===== src/rtl/load_store_unit_pkg.sv =====
// Shared types for the load/store unit: bus word, RV32I width codes, FSM states.
package types;

    typedef logic [31:0] bus_type;

    // RV32I funct3 width/sign codes understood by the unit.
    typedef enum logic [2:0] {
        OP_B  = 3'b000,
        OP_H  = 3'b001,
        OP_W  = 3'b010,
        OP_BU = 3'b100,
        OP_HU = 3'b101
    } lsu_op_type;

    typedef enum logic [1:0] {
        IDLE  = 2'd0,
        READ  = 2'd1,
        WRITE = 2'd2,
        RESP  = 2'd3
    } lsu_state_type;

    // Byte address to word index into the data memory.
    function automatic bus_type word_index(input bus_type addr);
        return addr >> 2;
    endfunction

endpackage


===== src/rtl/load_store_unit_align.sv =====
// Combinational data alignment: load extraction/extension and
// read-modify-write merge for sub-word stores.
module lsu_align
    import types::*;
(
    input  lsu_op_type op,
    input  logic [1:0] byte_off,
    input  bus_type    word,
    input  bus_type    wdata,
    output bus_type    load_data,
    output bus_type    store_word
);

    logic [7:0]  sel_byte;
    logic [15:0] sel_half;

    // Pick the addressed byte and halfword; halfword only looks at byte_off[1].
    always_comb begin
        sel_byte = word[7:0];
        case (byte_off)
            2'd0: sel_byte = word[7:0];
            2'd1: sel_byte = word[15:8];
            2'd2: sel_byte = word[23:16];
            2'd3: sel_byte = word[31:24];
            default: sel_byte = word[7:0];
        endcase
        sel_half = byte_off[1] ? word[31:16] : word[15:0];
    end

    // Extend the selected lane according to the width/sign code.
    always_comb begin
        load_data = word;
        case (op)
            OP_B:  load_data = {{24{sel_byte[7]}}, sel_byte};
            OP_BU: load_data = {24'd0, sel_byte};
            OP_H:  load_data = {{16{sel_half[15]}}, sel_half};
            OP_HU: load_data = {16'd0, sel_half};
            default: load_data = word;
        endcase
    end

    // Merge store data into the current memory word; full words pass through.
    always_comb begin
        store_word = wdata;
        case (op)
            OP_B: begin
                store_word = word;
                case (byte_off)
                    2'd0: store_word[7:0]   = wdata[7:0];
                    2'd1: store_word[15:8]  = wdata[7:0];
                    2'd2: store_word[23:16] = wdata[7:0];
                    2'd3: store_word[31:24] = wdata[7:0];
                    default: store_word[7:0] = wdata[7:0];
                endcase
            end
            OP_H: begin
                store_word = word;
                if (byte_off[1]) store_word[31:16] = wdata[15:0];
                else             store_word[15:0]  = wdata[15:0];
            end
            default: store_word = wdata;
        endcase
    end

endmodule


===== src/rtl/load_store_unit.sv =====
// Load/store unit: one request at a time, IDLE -> (READ) -> (WRITE) -> RESP.
// Optional LSU_MISALIGN_TRAP_EN: fault misaligned halfword/word accesses
// instead of silently ignoring the low address bits.
module load_store_unit
    import types::*;
#(
    parameter int MEM_WORDS = 32
) (
    input  logic       clk,
    input  logic       rst_n,
    input  logic       req_valid,
    output logic       req_ready,
    input  logic       req_write,
    input  logic [2:0] req_funct3,
    input  bus_type    req_addr,
    input  bus_type    req_wdata,
    output logic       resp_valid,
    input  logic       resp_ready,
    output bus_type    resp_rdata,
    output logic       resp_err,
    output bus_type    mem_address,
    output bus_type    mem_input_data,
    output logic       mem_enable_read,
    output logic       mem_enable_write,
    input  bus_type    mem_read_data
);

    localparam logic [29:0] WORD_LIMIT = 30'(MEM_WORDS);

    lsu_state_type state_q;
    logic          write_q;
    lsu_op_type    op_q;
    bus_type       addr_q;
    bus_type       wdata_q;

    logic          req_ready_q;
    logic          resp_valid_q;
    bus_type       resp_rdata_q;
    logic          resp_err_q;
    bus_type       mem_address_q;
    bus_type       mem_input_data_q;
    logic          mem_rd_q;
    logic          mem_wr_q;

    lsu_op_type    req_op;
    logic          req_fault;
    logic          req_misalign;
    bus_type       load_data;
    bus_type       store_word;

    // Classify the incoming request: illegal code, store of BU/HU, out of range, misaligned.
    always_comb begin
        req_op       = lsu_op_type'(req_funct3);
        req_fault    = 1'b0;
        req_misalign = 1'b0;
        case (req_funct3)
            3'b000, 3'b001, 3'b010: req_fault = 1'b0;
            3'b100, 3'b101:         req_fault = req_write;
            default:                req_fault = 1'b1;
        endcase
        if (req_addr[31:2] >= WORD_LIMIT) req_fault = 1'b1;
`ifdef LSU_MISALIGN_TRAP_EN
        case (req_funct3)
            3'b001, 3'b101: req_misalign = req_addr[0];
            3'b010:         req_misalign = |req_addr[1:0];
            default:        req_misalign = 1'b0;
        endcase
`else
        req_misalign = 1'b0;
`endif
        req_fault = req_fault | req_misalign;
    end

    lsu_align u_align (
        .op         (op_q),
        .byte_off   (addr_q[1:0]),
        .word       (mem_read_data),
        .wdata      (wdata_q),
        .load_data  (load_data),
        .store_word (store_word)
    );

    // Control FSM; every output is registered and set on the transition into its state.
    always_ff @(posedge clk or negedge rst_n) begin
        if (!rst_n) begin
            state_q          <= IDLE;
            write_q          <= 1'b0;
            op_q             <= OP_B;
            addr_q           <= '0;
            wdata_q          <= '0;
            req_ready_q      <= 1'b1;
            resp_valid_q     <= 1'b0;
            resp_rdata_q     <= '0;
            resp_err_q       <= 1'b0;
            mem_address_q    <= '0;
            mem_input_data_q <= '0;
            mem_rd_q         <= 1'b0;
            mem_wr_q         <= 1'b0;
        end else begin
            case (state_q)
                IDLE: begin
                    if (req_valid) begin
                        write_q     <= req_write;
                        op_q        <= req_op;
                        addr_q      <= req_addr;
                        wdata_q     <= req_wdata;
                        req_ready_q <= 1'b0;
                        if (req_fault) begin
                            state_q      <= RESP;
                            resp_valid_q <= 1'b1;
                            resp_err_q   <= 1'b1;
                            resp_rdata_q <= '0;
                        end else if (!req_write || req_funct3 != 3'b010) begin
                            // loads and sub-word stores need the current word first
                            state_q       <= READ;
                            mem_rd_q      <= 1'b1;
                            mem_address_q <= word_index(req_addr);
                        end else begin
                            state_q          <= WRITE;
                            mem_wr_q         <= 1'b1;
                            mem_address_q    <= word_index(req_addr);
                            mem_input_data_q <= req_wdata;
                        end
                    end
                end
                READ: begin
                    mem_rd_q <= 1'b0;
                    if (write_q) begin
                        state_q          <= WRITE;
                        mem_wr_q         <= 1'b1;
                        mem_address_q    <= word_index(addr_q);
                        mem_input_data_q <= store_word;
                    end else begin
                        state_q       <= RESP;
                        mem_address_q <= '0;
                        resp_valid_q  <= 1'b1;
                        resp_err_q    <= 1'b0;
                        resp_rdata_q  <= load_data;
                    end
                end
                WRITE: begin
                    state_q          <= RESP;
                    mem_wr_q         <= 1'b0;
                    mem_address_q    <= '0;
                    mem_input_data_q <= '0;
                    resp_valid_q     <= 1'b1;
                    resp_err_q       <= 1'b0;
                    resp_rdata_q     <= '0;
                end
                RESP: begin
                    // no new request is taken on the handshake edge
                    if (resp_ready) begin
                        state_q      <= IDLE;
                        req_ready_q  <= 1'b1;
                        resp_valid_q <= 1'b0;
                        resp_err_q   <= 1'b0;
                        resp_rdata_q <= '0;
                    end
                end
                default: state_q <= IDLE;
            endcase
        end
    end

    assign req_ready        = req_ready_q;
    assign resp_valid       = resp_valid_q;
    assign resp_rdata       = resp_rdata_q;
    assign resp_err         = resp_err_q;
    assign mem_address      = mem_address_q;
    assign mem_input_data   = mem_input_data_q;
    assign mem_enable_read  = mem_rd_q;
    assign mem_enable_write = mem_wr_q;

endmodule


===== config.mk =====
export PLATFORM = sky130hd
export DESIGN_NAME = load_store_unit
export DESIGN_NICKNAME = d
export VERILOG_FILES = /design/src/rtl/load_store_unit_pkg.sv /design/src/rtl/load_store_unit_align.sv /design/src/rtl/load_store_unit.sv
export SDC_FILE = /design/constraint.sdc
export NUM_CORES = 1
export LEC_CHECK = 0
export CORE_MARGIN = 2
export CORE_UTILIZATION = 51
export DETAILED_ROUTE_END_ITERATION = 8
export HOLD_SLACK_MARGIN = 0.03
export PLACE_DENSITY = 0.81
export RECOVER_POWER = 25
export SLEW_MARGIN = 20
export SYNTH_ARGS = -nofsm -noshare
export SYNTH_HDL_FRONTEND = slang
export SYNTH_HIERARCHICAL = 1
export SYNTH_SLANG_ARGS = --single-unit
export TNS_END_PERCENT = 30

===== constraint.sdc =====
create_clock -name clk -period 2.5 [get_ports clk]
set_input_delay 0.375 -clock clk [delete_from_list [all_inputs] [get_ports clk]]
set_output_delay 0.375 -clock clk [all_outputs]
set_load 0.05 [all_outputs]

# Word level (Yosys, flattened, before mapping)
# Index checks and enable logic that the tools add are counted.
# totals
register_bits,171
output_inout_bits,101
# op_classes
reduce_logical,18
magnitude_cmp,1
n_eq_ne,22
mux,51
# ops
cell,count
$mux 32,10
$pmux 32 s4,2
$pmux 32 s3,2
$pmux 32 s2,1
$mux 16,3
$mux 8,4
$pmux 8 s4,1
$ge 30x6->1 const B,1
$mux 30,1
$mux 1,16
$ne 2x2->1 const B,8
$eq 3x3->1 const B,4
$eq 2x2->1 const B,4
$mux 2,4
$pmux 1 s4,2
$pmux 2 s4,1
$reduce_and 4->1,2
$eq 3x1->1 const B,2
$logic_not 3->1,2
$pmux 1 s2,3
$reduce_and 3->1,2
$reduce_and 5->1,1
$eq 2x1->1 const B,2
$logic_not 2->1,2
10 further kinds,12

# Depth between registers and ports, before layout
# Gate-level depths: netlist of the first run.
# depth
word_depth,7
depth_mapped,9
mapped_depth_nobuf,6

# Hierarchy
# The synthesis of the first run kept the hierarchy.
# modules_own_cells
module,cells_per_inst,n_inst,seq_area_each_um2,area_each_um2
load_store_unit,696,1,4230.3,7478.4
lsu_align,199,1,0.0,1332.5

# Least setup slack after synthesis of the first run
# Ideal clock, no wire load.
# synth_timing
path_kind,reg-to-reg
from,reg state_q[0]
to,reg addr_q[10]
arrival_ps,1899
stages_incl_launch_ff,8
period_less_slack_ps,2024
path_buffers,3
setup_ps,125
slack_ps,476
required_ps,2375
path_cell_list,dfrtp_1 -> inv_1 -> ha_1 -> clkbuf_1 -> nand2_1 -> buf_1 -> buf_2 -> mux2_2
# synth_between
elab_chain_cells,2
# synth_rtl
element,line_no,text
start: declaration,load_store_unit.sv:30,lsu_state_type state_q;
start signal: assignment,load_store_unit.sv:86,state_q <= IDLE;
start signal: assignment,load_store_unit.sv:109,state_q <= RESP;
start signal: assignment,load_store_unit.sv:115,state_q <= READ;
$logic_not 2->1,load_store_unit.sv:100,case (state_q)
$reduce_and 2->1 (no source line),n/a,
end signal: assignment,load_store_unit.sv:105,addr_q <= req_addr;
end: declaration,load_store_unit.sv:33,bus_type addr_q;
# No other way between the ends.
# A chain may end at the register's enable or synchronous reset.

# Worst setup path after layout of the first run
# layout_timing
from,in req_addr[20]
to,reg mem_input_data_q[1] (netlist: mem_input_data[1])
# layout_between
elab_chain_cells,4
# layout_rtl
element,line_no,text
start: declaration,load_store_unit.sv:15,"input bus_type req_addr,"
$ge 30x6->1,load_store_unit.sv:61,if (req_addr[31:2] >= WORD_LIMIT) req_fault = 1'b1;
$mux 1,load_store_unit.sv:61,
$ne 2x2->1 (no source line),n/a,
$reduce_and 5->1 (no source line),n/a,
end signal: assignment,load_store_unit.sv:122,mem_input_data_q <= req_wdata;
end signal: assignment,load_store_unit.sv:132,mem_input_data_q <= store_word;
end: declaration,load_store_unit.sv:41,bus_type mem_input_data_q;
# No other way between the ends.

==> summary.md, run 1 <==
| Metric | Value |
|---|---|
| Status | complete, no violations |
| Cell Rows | 48 |
| Nets | 1190 |
| VDD IR max | 1.229 mV |
| Post-Place Worst Slack | -0.06314 ns |
| Leakage | 5.049 nW |
| GP Congestion | 0.9331 |
| Netlist cell types | 49 |
| Detail Placement HPWL | 19460 µm |
| Final setup viols | 0 |
| Worst R2R Start | state_q[0] |
| Tightest Pin Transition | 1.326 ns |
| Yosys warns | 6 |
| Final ANT Viol Nets | 0 |
| Initial core utilization | 51.48% |
| Via count | 8186 |
| RSZ-0062 raised after global routing | no |
| Min Tclk post-route | 2.200 ns |
| Clock buffer count from CTS | 17 |
| Drt via density | 6.202 |
| Critical Path End | mem_input_data[1] |
| CTS Root Cell | clkbuf_16 |
| Die Span Y | 135.4 µm |
| Worst min-delay path class | reg2reg |
| Largest net degree at the start of global routing | 69 |
| CTS tree | yes |
| Mapped Area | 8811 µm² |
| Synthesis-to-finish area growth | 34.75% |
| Fin Clk Skew | 0.008820 ns |
| Clock buffer depth | 2 |
| Startpoint Class | input port |
| Hold Vio Cnt, Final | 0 |
| Antenna violations before repair | 0 |
| Post-CTS setup buffers | 0 |
| Core ar. | 17120 µm² |
| Critical path data required time | 2.85 ns |
| Die width | 135.4 µm |
| Pre-antenna DRT Iters | 6 |
| DR WL/cell | 20.96 µm |
| Post-Route WL | 27670 µm |
| Gr usage total | 30.86% |
| Number of synthesized flops with an enable pin | 0 |
| Die ar. | 18340 µm² |
| Syn Inst Count | 895 |
| Fin crit share | 87.99% |
| H-tree depth | 4 |
| CTS clock-pin slew for the worst setup and hold paths | 0.07 ns |
| PortBufs | 202 |
| Max Cap Viol | 0 |
| Fin Setup TNS | 0 ns |
| Average size of a mapped cell | 9.845 µm² |
| DRC | 0 |
| Final worst setup slack | 0.3002 ns |
| Clk sinks | 169 |
| Proportion of layout cells with a drive suffix above 1 | 14.72% |
| WHS | 0.5001 ns |
| CP arrival | 2.55 ns |
| Element type at the critical path end | flop |
| Crit path from | req_addr[20] |
| Initial DRC count | 839 |
| # fillers | 1294 |
| Crit Reg-Reg Endpoint | mem_input_data[1] |
| I/O pin count | 205 |
| Vias in the first global route | 7984 |
| Register bit total from synthesis | 169 |
| Gr ovfl total | 0 |
| First-pass GRT wire length | 43870 µm |
| Reg2Reg Depth | 8 |
| Post-synthesis sequential area ratio | 48.01% |
| Total design power | 0.01973 W |
| Worst-Skew Late Latency | 0.43 ns |
| Crit-path max FO | 26 |
| Max Fclk | 0.4546 GHz |
| Layout Utilization | 69.36% |
| Post-synth top flop | dfrtp_1 |
| Critical path class | in2reg |
| Reg-to-reg slack, setup | 0.30 ns |
| Resized Gates After CTS | 0 |
| Ys async rst share | 100.0% |
| Slew Limit Headroom | 11.58% |
| Final Max Slew Viols | 0 |
| Power per cell area | 1662 nW/µm² |
how the worst min path moves through the flow:
stage / slack [ns] / start / depth (start not counted) / to
CTS: 0.47 / rst_n / 2 / addr_q[21]
floorplan: 0.08 / rst_n / 0 / addr_q[0]
global placement: 0.35 / rst_n / 1 / mem_address[28]
detailed placement: 0.35 / rst_n / 1 / mem_address[28]
global route: 0.51 / addr_q[22] / 1 / addr_q[22]
finish: 0.50 / addr_q[21] / 1 / addr_q[21]
area by class of cell:
cell class              instances  area, µm²  share of cell area [%]
repair buffers                248       2515                   21.18
clock inverters                15      180.2                   1.518
diodes                          1      2.502                 0.02108
multi-input cells             637       4208                   35.44
clock buffers                  17      425.4                   3.583
flip-flops and latches        169       4230                   35.63
inverters                       8      30.03                  0.2529
well taps                     225      281.5                   2.371
what timing repair did:
action,CTS,global route
endpoints found under the setup margin,0,0
hold buffers,1,0
endpoints found under the hold margin,43,0
sequential cells by signal, summed over array words and instances, names as in the netlist:
signal and count:
addr_q 32, mem_address 30, mem_enable_read 1, mem_enable_write 1, mem_input_data 32, op_q 3
req_ready 1, resp_err 1, resp_rdata 32, resp_valid 1, state_q 2, wdata_q 32
write_q 1
cells by family after synthesis:
family / synth area share, %
mux: 11.35
fa+ha+maj: 0.7100
simple gates: 14.61
compound gates: 20.58
other cells: 0.04256
flops: 48.01
buf+inv: 4.701
metal layers:
metal / track usage, % / vias to the layer above / wire length, µm
met5: 0 / - / 0
met2: 46.39 / 483 / 12660
met3: 7.969 / 85 / 2607
li1: - / 3661 / -
met4: 12.62 / 0 / 1098
met1: 42.85 / 3957 / 11300
per-stage QoR:
| stage | cells | cell area [µm²] |
|---|---|---|
| after floorplan | 896 | 8815 |
| after global placement | 1286 | 11260 |
| after detailed placement | 1286 | 11260 |
| after CTS | 1319 | 11880 |
| after global routing | 1319 | 11870 |
| final | 1320 | 11870 |
placed cells by master, fill, tap and decap left out, types with 3 or more instances in the layout:
| cell | synthesis | layout |
|---|---|---|
| clkdlybuf4s50_1 | 0 | 201 |
| nor4_1 | 3 | 3 |
| ha_1 | 5 | 5 |
| a21o_1 | 3 | 3 |
| buf_4 | 11 | 33 |
| o211ai_1 | 8 | 8 |
| a221o_1 | 31 | 31 |
| nor2b_1 | 13 | 12 |
| a22oi_1 | 32 | 32 |
| and3_1 | 39 | 39 |
| inv_6 | 0 | 3 |
| inv_1 | 7 | 7 |
| nand2b_1 | 4 | 4 |
| clkbuf_16 | 0 | 17 |
| nor3_1 | 4 | 4 |
| nor2_1 | 43 | 43 |
| inv_8 | 0 | 6 |
| mux2_1 | 9 | 9 |
| o311ai_1 | 31 | 31 |
| mux2_2 | 68 | 68 |
| nand4_1 | 9 | 9 |
| a21oi_1 | 129 | 128 |
| dfrtp_1 | 168 | 168 |
| and2_1 | 4 | 3 |
| a22o_1 | 16 | 16 |
| buf_12 | 0 | 12 |
| mux2i_1 | 11 | 11 |
| nand2_1 | 147 | 146 |
synthesized netlist by cell type, types with 4 or more instances:
library cell  count  area share, %
clkbuf_1         46            2.0
and2_1            4           0.28
buf_2            16           0.91
inv_1             7           0.30
mux2i_1          11            1.2
nand4_1           9           0.64
nor2_1           43            1.8
a21oi_1         129            7.3
a22oi_1          32            2.7
o311ai_1         31            3.1
o211ai_1          8           0.68
dfrtp_1         168             48
and3_1           39            2.8
ha_1              5           0.71
buf_1             7           0.30
a22o_1           16            1.6
buf_4            11           0.94
nand2b_1          4           0.28
mux2_1            9            1.2
nand2_1         147            6.3
nor2b_1          13           0.92
nor3_1            4           0.23
mux2_2           68            8.7
a221o_1          31            3.5
critical path, cell delays in order:
cell	delay (ns)
clkdlybuf4s50_1	0.44
nor4_1	0.40
buf_4	0.18
nand4_1	0.17
o32ai_4	0.30
buf_4	0.25
buf_12	0.18
a21oi_1	0.08
a21oi_1	0.16
report_power, final:
| part | leakage (nW) | switching [W] | internal, W |
|---|---|---|---|
| Sequential | 2.05 | 0.00101 | 0.00414 |
| Combinational | 2.71 | 0.00734 | 0.00453 |
| Clock | 0.292 | 0.00126 | 0.00144 |
Power figures use the tool's default switching activity.
==> run 2, diff against run 1 <==
--- a/config.mk
+++ b/config.mk
@@ -6,10 +6,11 @@
 export NUM_CORES = 1
 export LEC_CHECK = 0
 export CORE_MARGIN = 2
-export CORE_UTILIZATION = 51
+export CORE_UTILIZATION = 55
 export DETAILED_ROUTE_END_ITERATION = 8
+export DONT_BUFFER_PORTS = 1
 export HOLD_SLACK_MARGIN = 0.03
-export PLACE_DENSITY = 0.81
+export PLACE_DENSITY = 0.7
 export RECOVER_POWER = 25
 export SLEW_MARGIN = 20
 export SYNTH_ARGS = -nofsm -noshare
==> summary.md, run 2 (synthesized netlist as in run 1, its figures left out) <==
| Metric | Value |
|---|---|
| Fin Clk Skew | 0.007861 ns |
| Via count | 7236 |
| Vias in the first global route | 6749 |
| Die ar. | 17050 µm² |
| Cell Rows | 46 |
| Gr usage total | 30.30% |
| I/O pin count | 205 |
| Critical path class | reg2reg |
| Die Span Y | 130.6 µm |
| Most common cell after layout, fill and taps aside | dfrtp_1 |
| DRC | 0 |
| Drt via density | 6.657 |
| Layout Utilization | 60.83% |
| Final setup viols | 0 |
| DR WL/cell | 23.79 µm |
| Dpl cell area | 8969 µm² |
| Startpoint Class | flop |
| RSZ-0062 raised after global routing | no |
| Pre-antenna DRT Iters | 7 |
| Most frequent cells in the layout | 168 x dfrtp_1, 146 x nand2_1, 128 x a21oi_1 |
| Fin Setup TNS | 0 ns |
| Final worst setup slack | 0.3155 ns |
| CTS tree | yes |
| Nets | 967 |
| Die width | 130.6 µm |
| Worst min-delay path class | in2async |
| Post-Route WL | 25860 µm |
| Post-Place Worst Slack | 0.3108 ns |
| Initial DRC count | 832 |
| CTS clock-pin slew for the worst setup and hold paths | 0.07 ns |
| Min Tclk post-route | 2.184 ns |
| Final ANT Viol Nets | 0 |
| Largest net degree at the start of global routing | 170 |
| Antenna cells | 0 |
| Final Max Slew Viols | 0 |
| Synthesis-to-finish area growth | 8.875% |
| Proportion of layout cells with a drive suffix above 1 | 16.07% |
| Max Cap Viol | 0 |
| GP Congestion | 0.9368 |
| Critical path data required time | 2.85 ns |
| Post-CTS setup buffers | 0 |
| Gr ovfl total | 0 |
| Post-route cell area | 9593 µm² |
| Worst-Skew Late Latency | 0.43 ns |
| Crit-path max FO | 19 |
| CP arrival | 2.54 ns |
| Clock buffer depth | 2 |
| Antenna violations before repair | 2 |
| Clk sinks | 169 |
| PortBufs | 0 |
| First-pass GRT wire length | 39250 µm |
| Violated checks | hold timing |
| Detail Placement HPWL | 17870 µm |
| Fin crit share | 87.38% |
| Element type at the critical path end | flop |
| Slew Limit Headroom | 54.00% |
| Status | finished, violations left |
| H-tree depth | 4 |
| WHS | -0.3580 ns |
| Core ar. | 15770 µm² |
| Tightest Pin Transition | 0.6900 ns |
| Clock buffer count from CTS | 17 |
| Reg2Reg Depth | 5 |
| Initial core utilization | 55.87% |
| CTS Root Cell | clkbuf_16 |
| Hold Vio Cnt, Final | 169 |
| Resized Gates After CTS | 0 |
| Max Fclk | 0.4578 GHz |
run 2: path summary, 6_finish.rpt:
kind | start | to | slack (ns)
max | op_q[2] | mem_input_data[15] | 0.32
min | rst_n | resp_rdata[8] | -0.36
max reg2reg | op_q[2] | mem_input_data[15] | 0.32
min reg2reg | addr_q[31] | addr_q[31] | 0.50
max in group asynchronous | rst_n | mem_input_data[5] | 2.59
min in group clk | req_addr[7] | addr_q[7] | 0.09
run 2: critical path: stages, from the launching register on:
cell and delay (ns):
dfrtp_1 0.43, or2_1 0.50, a21oi_1 0.62, a221o_1 0.29, a22oi_1 0.08, a21oi_1 0.18
run 2: layout make-up:
class	count	area (µm²)
clock inverter	15	198.9
tap	216	270.3
fill	1324	6177
inverter	8	30.03
clock buffer	17	425.4
sequential	169	4230
multi-input combinational	637	4213
timing repair buffer	25	225.2
run 2: per-stage QoR:
stage	std cells	hold WS, ns
after global placement	1055	0.08635
after floorplan	896	0.07941
after global routing	1087	-0.3792
after CTS	1087	-0.3747
final	1087	-0.3580
after detailed placement	1055	0.08509
run 2: metal layers:
| metal | share of wire (%) | vias to the layer above | global-route usage (%) |
|---|---|---|---|
| met3 | 11 | 52 | 9.609 |
| met4 | 2.6 | 2 | 10.83 |
| li1 | - | 3204 | - |
| met5 | 0.058 | - | 0 |
| met1 | 42 | 3608 | 42.89 |
| met2 | 45 | 370 | 44.09 |
Power of run 2 is not shown: default switching activity piles up to over one toggle a cycle in this logic, so the estimate is an artifact.
==> run 3, diff against run 2 <==
--- a/config.mk
+++ b/config.mk
@@ -7,11 +7,13 @@
 export LEC_CHECK = 0
 export CORE_MARGIN = 2
 export CORE_UTILIZATION = 55
+export CTS_CLUSTER_SIZE = 40
 export DETAILED_ROUTE_END_ITERATION = 8
 export DONT_BUFFER_PORTS = 1
 export HOLD_SLACK_MARGIN = 0.03
 export PLACE_DENSITY = 0.7
 export RECOVER_POWER = 25
+export SKIP_CTS_REPAIR_TIMING = 1
 export SLEW_MARGIN = 20
 export SYNTH_ARGS = -nofsm -noshare
 export SYNTH_HDL_FRONTEND = slang
==> results of run 3 <==
Same layout as run 2: the final DEF is identical, and so are final timing and power.
Power of run 3 is left out for the same reason.
